[src/rtl/retire_stage_pkg.sv]
// Shared types for the commit end of the ROB: head-entry packet, retire FSM
// states and the packets the retire stage drives towards RF, map table and fetch.
package retire_stage_pkg;

   localparam int unsigned RT_ROB_SIZE = 32;
   localparam int unsigned RT_XLEN     = 32;
   localparam int unsigned RT_TAG_W    = $clog2(RT_ROB_SIZE);
   localparam int unsigned RT_REG_W    = 5;

   typedef struct packed {
      logic                valid;
      logic                cp_bit;
      logic                ep_bit;
      logic [RT_XLEN-1:0]  value;
      logic [RT_XLEN-1:0]  NPC;
      logic [RT_REG_W-1:0] reg_idx;
      logic [RT_XLEN-1:0]  PC;
   } ROB_ENTRY;

   typedef struct packed {
      ROB_ENTRY            rob_entry;
      logic [RT_TAG_W-1:0] Tag;
   } CP_RT_PACKET;

   typedef enum logic [1:0] {
      NORMAL,
      SQUASH,
      FLUSH
   } RT_STATE;

   typedef struct packed {
      logic                we;
      logic [RT_REG_W-1:0] idx;
      logic [RT_XLEN-1:0]  data;
   } RT_RF_PACKET;

   typedef struct packed {
      logic                valid;
      logic [RT_REG_W-1:0] idx;
      logic [RT_TAG_W-1:0] Tag;
   } RT_MT_PACKET;

   typedef struct packed {
      logic               valid;
      logic [RT_XLEN-1:0] pc;
   } RT_IF_PACKET;

endpackage

[src/rtl/retire_stage_if.sv]
// Retire-stage bus: ROB head entry in, RF / map-table / fetch / dispatch
// control and debug outputs back. master = ROB side, slave = retire stage.
interface retire_stage_if
   import retire_stage_pkg::*;
#(
   parameter int unsigned ROB_SIZE = RT_ROB_SIZE,
   parameter int unsigned XLEN     = RT_XLEN,
   parameter int unsigned CNT_W    = 32
);

   localparam int unsigned TAG_W = $clog2(ROB_SIZE);

   CP_RT_PACKET       cp_rt_packet;
   logic              rf_we;
   logic [4:0]        rf_idx;
   logic [XLEN-1:0]   rf_data;
   logic              mt_clear_valid;
   logic [4:0]        mt_clear_idx;
   logic [TAG_W-1:0]  mt_clear_tag;
   logic              squash_signal;
   logic              redirect_valid;
   logic [XLEN-1:0]   redirect_pc;
   logic              dispatch_stall;
   logic [CNT_W-1:0]  retire_count;
   logic [XLEN-1:0]   retired_pc;

   modport master (
      output cp_rt_packet,
      input  rf_we, rf_idx, rf_data,
      input  mt_clear_valid, mt_clear_idx, mt_clear_tag,
      input  squash_signal, redirect_valid, redirect_pc,
      input  dispatch_stall, retire_count, retired_pc
   );

   modport slave (
      input  cp_rt_packet,
      output rf_we, rf_idx, rf_data,
      output mt_clear_valid, mt_clear_idx, mt_clear_tag,
      output squash_signal, redirect_valid, redirect_pc,
      output dispatch_stall, retire_count, retired_pc
   );

endinterface

[src/rtl/retire_stage.sv]
// In-order retire stage: commits the completed ROB head to the architectural
// RF, releases its map-table tag, and on a taken branch squashes the pipeline,
// redirects fetch and holds dispatch off for FLUSH_CYCLES cycles.
module retire_stage
   import retire_stage_pkg::*;
#(
   parameter int unsigned ROB_SIZE     = RT_ROB_SIZE,
   parameter int unsigned XLEN         = RT_XLEN,
   parameter int unsigned FLUSH_CYCLES = 2,
   parameter int unsigned CNT_W        = 32
) (
   input  logic           clock,
   input  logic           reset,
   retire_stage_if.slave  rt
);

   // Packet widths come from the shared package; a differing override would
   // silently truncate the datapath.
   if (XLEN != RT_XLEN || ROB_SIZE != RT_ROB_SIZE) begin : g_width_guard
      $error("retire_stage: XLEN/ROB_SIZE must match retire_stage_pkg");
   end

   localparam int unsigned FC_W = $clog2(FLUSH_CYCLES + 1);
   localparam logic [FC_W-1:0] FC_LOAD = FC_W'(FLUSH_CYCLES);

   RT_STATE           state_q, state_d;
   logic [FC_W-1:0]   flush_cnt_q, flush_cnt_d;
   RT_RF_PACKET       rf_q, rf_d;
   RT_MT_PACKET       mt_q, mt_d;
   RT_IF_PACKET       if_q, if_d;
   logic              squash_q, squash_d;
   logic              stall_q, stall_d;
   logic [CNT_W-1:0]  retire_count_q, retire_count_d;
   logic [XLEN-1:0]   retired_pc_q, retired_pc_d;

   ROB_ENTRY          head;
   logic              retire;

   assign head   = rt.cp_rt_packet.rob_entry;
   assign retire = (state_q == NORMAL) && head.valid && head.cp_bit;

   // Next-state and next-output computation; outputs are derived from the
   // next state so they are registered alongside it.
   always_comb begin
      state_d        = state_q;
      flush_cnt_d    = flush_cnt_q;
      rf_d           = '{we: 1'b0, idx: rf_q.idx, data: rf_q.data};
      mt_d           = '{valid: 1'b0, idx: mt_q.idx, Tag: mt_q.Tag};
      if_d           = '{valid: 1'b0, pc: if_q.pc};
      retire_count_d = retire_count_q;
      retired_pc_d   = retired_pc_q;

      case (state_q)
         NORMAL: begin
            if (retire) begin
               rf_d.we        = (head.reg_idx != '0);
               rf_d.idx       = head.reg_idx;
               rf_d.data      = head.value;
               mt_d.valid     = 1'b1;
               mt_d.idx       = head.reg_idx;
               mt_d.Tag       = rt.cp_rt_packet.Tag;
               retired_pc_d   = head.PC;
               retire_count_d = retire_count_q + CNT_W'(1);
               if (head.ep_bit) begin
                  state_d    = SQUASH;
                  if_d.valid = 1'b1;
                  if_d.pc    = head.NPC;
               end
            end
         end
         SQUASH: begin
            state_d     = FLUSH;
            flush_cnt_d = FC_LOAD;
         end
         FLUSH: begin
            flush_cnt_d = flush_cnt_q - FC_W'(1);
            if (flush_cnt_q <= FC_W'(1)) begin
               state_d = NORMAL;
            end
         end
         default: begin
            state_d     = NORMAL;
            flush_cnt_d = '0;
         end
      endcase

      squash_d = (state_d == SQUASH);
      stall_d  = (state_d != NORMAL);
   end

   // FSM, flush counter and all registered outputs; synchronous reset wins
   // over any retire presented in the same cycle.
   always_ff @(posedge clock) begin
      if (reset) begin
         state_q        <= NORMAL;
         flush_cnt_q    <= '0;
         rf_q           <= '0;
         mt_q           <= '0;
         if_q           <= '0;
         squash_q       <= 1'b0;
         stall_q        <= 1'b0;
         retire_count_q <= '0;
         retired_pc_q   <= '0;
      end else begin
         state_q        <= state_d;
         flush_cnt_q    <= flush_cnt_d;
         rf_q           <= rf_d;
         mt_q           <= mt_d;
         if_q           <= if_d;
         squash_q       <= squash_d;
         stall_q        <= stall_d;
         retire_count_q <= retire_count_d;
         retired_pc_q   <= retired_pc_d;
      end
   end

   assign rt.rf_we          = rf_q.we;
   assign rt.rf_idx         = rf_q.idx;
   assign rt.rf_data        = rf_q.data;
   assign rt.mt_clear_valid = mt_q.valid;
   assign rt.mt_clear_idx   = mt_q.idx;
   assign rt.mt_clear_tag   = mt_q.Tag;
   assign rt.squash_signal  = squash_q;
   assign rt.redirect_valid = if_q.valid;
   assign rt.redirect_pc    = if_q.pc;
   assign rt.dispatch_stall = stall_q;
   assign rt.retire_count   = retire_count_q;
   assign rt.retired_pc     = retired_pc_q;

endmodule

[src/flat_wrapper.sv]
// flat-port wrapper written by rule: the top's interface ports become plain ports
module retire_stage_flat import retire_stage_pkg::*;
#(
   parameter int unsigned ROB_SIZE     = RT_ROB_SIZE,
   parameter int unsigned XLEN         = RT_XLEN,
   parameter int unsigned FLUSH_CYCLES = 2,
   parameter int unsigned CNT_W        = 32
)
  (clock, reset, rt_cp_rt_packet, rt_rf_we, rt_rf_idx, rt_rf_data, rt_mt_clear_valid, rt_mt_clear_idx, rt_mt_clear_tag, rt_squash_signal, rt_redirect_valid, rt_redirect_pc, rt_dispatch_stall, rt_retire_count, rt_retired_pc);
  retire_stage_if #(.ROB_SIZE(ROB_SIZE), .XLEN(XLEN), .CNT_W(CNT_W)) rt_i ();
  input  logic clock;
  input  logic reset;
  input wire logic [$bits(rt_i.cp_rt_packet)-1:0] rt_cp_rt_packet;
  output wire logic [$bits(rt_i.rf_we)-1:0] rt_rf_we;
  output wire logic [$bits(rt_i.rf_idx)-1:0] rt_rf_idx;
  output wire logic [$bits(rt_i.rf_data)-1:0] rt_rf_data;
  output wire logic [$bits(rt_i.mt_clear_valid)-1:0] rt_mt_clear_valid;
  output wire logic [$bits(rt_i.mt_clear_idx)-1:0] rt_mt_clear_idx;
  output wire logic [$bits(rt_i.mt_clear_tag)-1:0] rt_mt_clear_tag;
  output wire logic [$bits(rt_i.squash_signal)-1:0] rt_squash_signal;
  output wire logic [$bits(rt_i.redirect_valid)-1:0] rt_redirect_valid;
  output wire logic [$bits(rt_i.redirect_pc)-1:0] rt_redirect_pc;
  output wire logic [$bits(rt_i.dispatch_stall)-1:0] rt_dispatch_stall;
  output wire logic [$bits(rt_i.retire_count)-1:0] rt_retire_count;
  output wire logic [$bits(rt_i.retired_pc)-1:0] rt_retired_pc;
  assign rt_i.cp_rt_packet = rt_cp_rt_packet;
  assign rt_rf_we = rt_i.rf_we;
  assign rt_rf_idx = rt_i.rf_idx;
  assign rt_rf_data = rt_i.rf_data;
  assign rt_mt_clear_valid = rt_i.mt_clear_valid;
  assign rt_mt_clear_idx = rt_i.mt_clear_idx;
  assign rt_mt_clear_tag = rt_i.mt_clear_tag;
  assign rt_squash_signal = rt_i.squash_signal;
  assign rt_redirect_valid = rt_i.redirect_valid;
  assign rt_redirect_pc = rt_i.redirect_pc;
  assign rt_dispatch_stall = rt_i.dispatch_stall;
  assign rt_retire_count = rt_i.retire_count;
  assign rt_retired_pc = rt_i.retired_pc;
  retire_stage #(.ROB_SIZE(ROB_SIZE), .XLEN(XLEN), .FLUSH_CYCLES(FLUSH_CYCLES), .CNT_W(CNT_W)) u_core (.clock(clock), .reset(reset), .rt(rt_i));
endmodule
[config.mk]
export PLATFORM = sky130hd
export DESIGN_NAME = retire_stage_flat
export DESIGN_NICKNAME = d
export VERILOG_FILES = /design/src/rtl/retire_stage_pkg.sv /design/src/rtl/retire_stage_if.sv /design/src/rtl/retire_stage.sv /design/src/flat_wrapper.sv
export SDC_FILE = /design/constraint.sdc
export NUM_CORES = 1
export LEC_CHECK = 0
export CORE_AREA = 2 2 120 122
export DETAILED_ROUTE_END_ITERATION = 7
export DIE_AREA = 0 0 122 124
export GPL_TIMING_DRIVEN = 0
export MAX_ROUTING_LAYER = met4
export PLACE_DENSITY = 0.76
export SKIP_CTS_REPAIR_TIMING = 1
export SYNTH_ARGS = -nofsm -noshare
export SYNTH_HDL_FRONTEND = slang
export SYNTH_SLANG_ARGS = --single-unit
[constraint.sdc]
create_clock -name clock -period 2.8 [get_ports clock]
set_input_delay 0.56 -clock clock [delete_from_list [all_inputs] [get_ports clock]]
set_output_delay 0.56 -clock clock [all_outputs]
set_load 0.01 [all_outputs]
Word level (Yosys, flattened, before mapping). Index checks and enable logic that the tools add are counted.

Mux-type cells: 7. Equal/unequal tests: 3. Add/subtract/negate cells: 2. Bitwise logic cells: 2. Magnitude comparators: 1. Reductions and logical operators: 9.

Operators by type and width (count): two-way mux 33 bit (1); adder 32 x 1 -> 32 bit, second input constant (1); case mux 2 bit (3 select lines) (2); two-way mux 11 bit (1); two-way mux 2 bit (3); nonzero test 5 bit (1); == test 2 x 1 -> 1 bit, second input constant (2); AND reduction 3 bit (1); OR reduction 3 bit (1); == test 2 bit, second input constant (1); <= comparator 2 x 1 -> 1 bit, second input constant (1); logical AND 1 bit (2); logical NOT 2 bit (1); NOT 1 bit (2); AND reduction 2 bit (1); nonzero test 2 bit (1); OR reduction 2 bit (1); subtractor 2 x 1 -> 2 bit, second input constant (1).

Output and inout bits: 148. Word-level logic and storage cells: 37. Register bits after elaboration: 147. Input bits: 111.

Depth between registers and ports, before layout.
Depth in word-level cells: 6. Gate-level depth with buffers: 10. Depth with buffers taken out: 6.

Worst setup path before layout. OpenSTA, ideal clock, no wires.

Kind: register to register. Start: register u_core.state_q[0]. End: register u_core.retire_count_q[25] (netlist: u_core.rt.retire_count[25]). Setup time: 70 ps. Setup slack: 663 ps. Cell stages (with the launch flop): 9. Arrival time: 2066 ps. Data required time: 2730 ps. Path buffers: 2. Period minus slack after synthesis: 2137 ps. Path through: dfxtp_1 > inv_1 > ha_1 > buf_4 > nand3_2 > or4b_1 > buf_2 > or4_1 > a21oi_1.

Longest elaborated chain between the ends: 4.

Ends and longest elaborated chain: from (decl) (line retire_stage.sv:26) `RT_STATE state_q, state_d;`; from (signal assigned) (line retire_stage.sv:105) `state_q <= state_d;`; logical NOT 2 bit * (line retire_stage.sv:40, retire_stage.sv:53); logical AND 1 bit (2 in series) (line retire_stage.sv:40) `assign retire = (state_q == NORMAL) && head.valid && head.cp_bit;`; AND reduction 2 bit (no source line) *; to (signal assigned) (line retire_stage.sv:112) `retire_count_q <= retire_count_d;`; to (decl) (line retire_stage.sv:33) `logic [CNT_W-1:0] retire_count_q, retire_count_d;`.

Every way passes the cells marked *; elsewhere a longest branch is shown, timed or not. A chain may end at the register's enable or synchronous reset.

Worst setup path in the final report.
Start: register u_core.state_q[0]. End: register u_core.retire_count_q[23] (netlist: u_core.rt.retire_count[23]).

The elaborated chain is that of the path after synthesis.

==> results <==
[cell type report]
| type | count | area (um2) |
|---|---|---|
| buffer | 52 | 221 |
| clock buffer | 19 | 443 |
| clock inverter | 13 | 206 |
| fill | 1194 | 4740 |
| inverter | 7 | 26.3 |
| multi-input combinational | 478 | 2330 |
| sequential | 147 | 2940 |
| tap | 180 | 225 |
| timing repair buffer | 258 | 2580 |
[cell usage in the layout (no fill, tap or decap), types with 5 or more instances in the layout]
master,n
inv_1,7
clkbuf_16,17
dfxtp_1,147
a21oi_1,132
nor2_1,15
o31ai_1,14
nand2_1,224
nand4_1,11
clkdlybuf4s50_1,258
clkbuf_1,43
buf_4,6
o21ai_0,8
xor2_1,5
bufinv_16,5
or4_1,16
nand3_1,9
ha_1,6
and4_1,6
or3_1,7
[layer usage]
metal,vias up,track usage,share of wire
met2,210,0.369,0.48
met4,0,0.0876,0.019
met5,-,-,0
li1,2857,-,-
met1,2594,0.278,0.42
met3,29,0.0646,0.078
[metrics by stage]
stage	power [mW]	hold slack, ps	instances
6_report	5.29	451	1154
5_1_grt	5.49	473	1154
4_1_cts	5.35	454	1155
3_5_place_dp	2.86	446	1123
3_3_place_gp	2.86	440	1123
2_1_floorplan	2.48	461	685
[power by group through the flow]
stage	logic (mW)	registers [mW]	clock network [mW]
after global routing	0.659	2.22	2.61
final	0.604	2.21	2.47
after floorplan	0.186	2.29	0
after global placement	0.602	2.26	0
after CTS	0.610	2.21	2.52
after detailed placement	0.605	2.26	0
[path summary, 6_finish.rpt]
path	start	to	slack, ps	cells after the start
worst max-delay path	u_core.state_q[0]	u_core.rt.retire_count[23]	230	9
worst min-delay path	u_core.rt.rf_data[27]	u_core.rt.rf_data[27]	450	2
worst max register to register	u_core.state_q[0]	u_core.rt.retire_count[23]	230	9
worst min register to register	u_core.rt.rf_data[27]	u_core.rt.rf_data[27]	450	2
[worst reg2reg max path, stage by stage (launching register included)]
cell      delay (ps)
dfxtp_1          350
inv_1             90
ha_1             170
buf_4            170
nand3_2          170
or4b_1           620
buf_2            210
clkbuf_1         280
o31ai_1          300
a21oi_1           90
[cells by family after synthesis]
family          count (synthesis)  synth area share
flops                         147             0.532
xor+xnor                        9            0.0143
buf+inv                        60            0.0455
compound gates                159             0.152
fa+ha+maj                       6            0.0136
mux                             1           0.00204
simple gates                  303             0.240
[state kept, by name, indices dropped and copies added, names as in the netlist]
| register | count |
|---|---|
| u_core.flush_cnt_q | 2 |
| u_core.rt.dispatch_stall | 1 |
| u_core.rt.mt_clear_tag | 5 |
| u_core.rt.mt_clear_valid | 1 |
| u_core.rt.redirect_pc | 32 |
| u_core.rt.redirect_valid | 1 |
| u_core.rt.retire_count | 32 |
| u_core.rt.retired_pc | 32 |
| u_core.rt.rf_data | 32 |
| u_core.rt.rf_idx | 5 |
| u_core.rt.rf_we | 1 |
| u_core.rt.squash_signal | 1 |
| u_core.state_q | 2 |
==> flow_metrics.py <==
metrics = {
    "status": {
        "outcome": "completed",
    },
    "critical_path": {
        "cpMaxStageDelayCell": "or4b_1",
        "crit_path_max_fanout": 10,
        "crit_family": "simple AND/OR/NAND/NOR gates",
        "cp-end-kind": "register",
        "worstPathArrival_ps": 2850,
        "worstPathRequired_ps": 3080,
        "slowest_delay_ps": 620,
        "critical_path_buf_inv_count": 4,
        "start_kind": "register",
        "worstPathCellList": "inv_1 -> ha_1 -> buf_4 -> nand3_2 -> or4b_1 -> buf_2 -> clkbuf_1 -> o31ai_1 -> a21oi_1",
        "worstSetupPathType": "reg2reg",
    },
    "floorplanning": {
        "die_area_um2": 15100,
        "io_pins": 259,
        "fp.dieH_um": 124,
        "rows": 43,
        "die_x_um": 122,
        "fp.coreArea_um2": 13700,
        "start_util": 0.403,
    },
    "logic_synthesis": {
        "yosysTopAreaCell": "dfxtp_1",
        "yosys_warnings": 0,
        "yosys.cell_count.top_type": "nand2_1",
        "synth_seq_cells": 147,
        "yosys-top-cells-area": "dfxtp_1 53%, nand2_1 15%, a21oi_1 12%, clkbuf_1 2.9%, or4_1 2.2%",
        "syn_area_um2": 5530,
        "synth-async-reset-ratio": 0,
        "postSynthCellCount": 685,
        "yosys.area.top_type_share": 0.532,
        "synth-main-ff-cell": "dfxtp_1",
        "synth_edf_count": 0,
        "yosys-top-cells-count": "224 x nand2_1, 147 x dfxtp_1, 132 x a21oi_1",
        "synth.distinct_cells": 32,
        "yosysSeqAreaShare": 0.532,
        "avgSynthCellArea_um2": 8.07,
        "synth_nets": 802,
    },
    "pwr": {
        "combPwrFrac": 0.114,
        "powerDensity_nw_per_um2": 589,
        "internal_power_mw": 4.11,
        "sequentialPowerShare": 0.418,
        "netSwitchingFraction": 0.223,
        "peakVddDrop_v": 0.000423,
        "power_frac_clock": 0.468,
        "p_leak_nw": 3.10,
        "power_switching_mw": 1.18,
    },
    "sta": {
        "finClkSkew_ps": 11.3,
        "setup_slack_ps": 226,
        "slew_viol_final": 0,
        "relSlewSlack": 0.596,
        "rsz0062_at_grt": "no",
        "worst_slew_pin_slew_ps": 605,
        "finalCritPeriodShare": 0.919,
        "setup_violations": 0,
        "fin_crit_ps": 2570,
        "fmax_mhz": 389,
        "hold_viol": 0,
        "tns_ps": 0,
    },
    "cells_and_area": {
        "drive_gt1_frac": 0.0431,
        "num-nets-final": 1078,
        "utilization": 0.655,
        "areaGrowthSynthToFinish_pct": 62.5,
        "stdcell_area_um2": 8980,
        "antennaDiodeCount": 0,
    },
    "place": {
        "port_buffers": 258,
        "dp_slack_ps": -181,
        "dpl.hpwl_mm": 12.7,
        "place.gp.congestion": 0.776,
        "post_dp_cell_area_um2": 8340,
    },
    "grt": {
        "grt-ovfl-total": 0,
        "grt_max_degree": 17,
        "antenna_found_initial": 0,
        "grt_pass1_vias": 5326,
        "grt_usage": 0.231,
        "grt_first_pass_wirelength_mm": 26.4,
    },
    "clocking": {
        "numCtsBuffers": 17,
        "clk_pin_slew_ps": 60,
        "cts.sinks": 147,
        "cts_tree": "built",
        "clock_latency_ps": 420,
        "clk_path_buf_depth": 2,
        "root_buffer": "clkbuf_16",
        "cts_max_level": 4,
    },
    "drt": {
        "routed_wl_mm": 17.3,
        "drc": 0,
        "viasPerCell": 4.93,
        "ant_nets": 0,
        "vias": 5690,
        "drt_iter0_drc": 336,
        "firstDrtPassIters": 5,
        "wire_per_inst_um": 15.0,
    },
    "hold_path": {
        "hold_class": "reg2reg",
    },
    "run": {
        "cap_violations": 0,
    },
}
(Power assumes the default switching activity.)
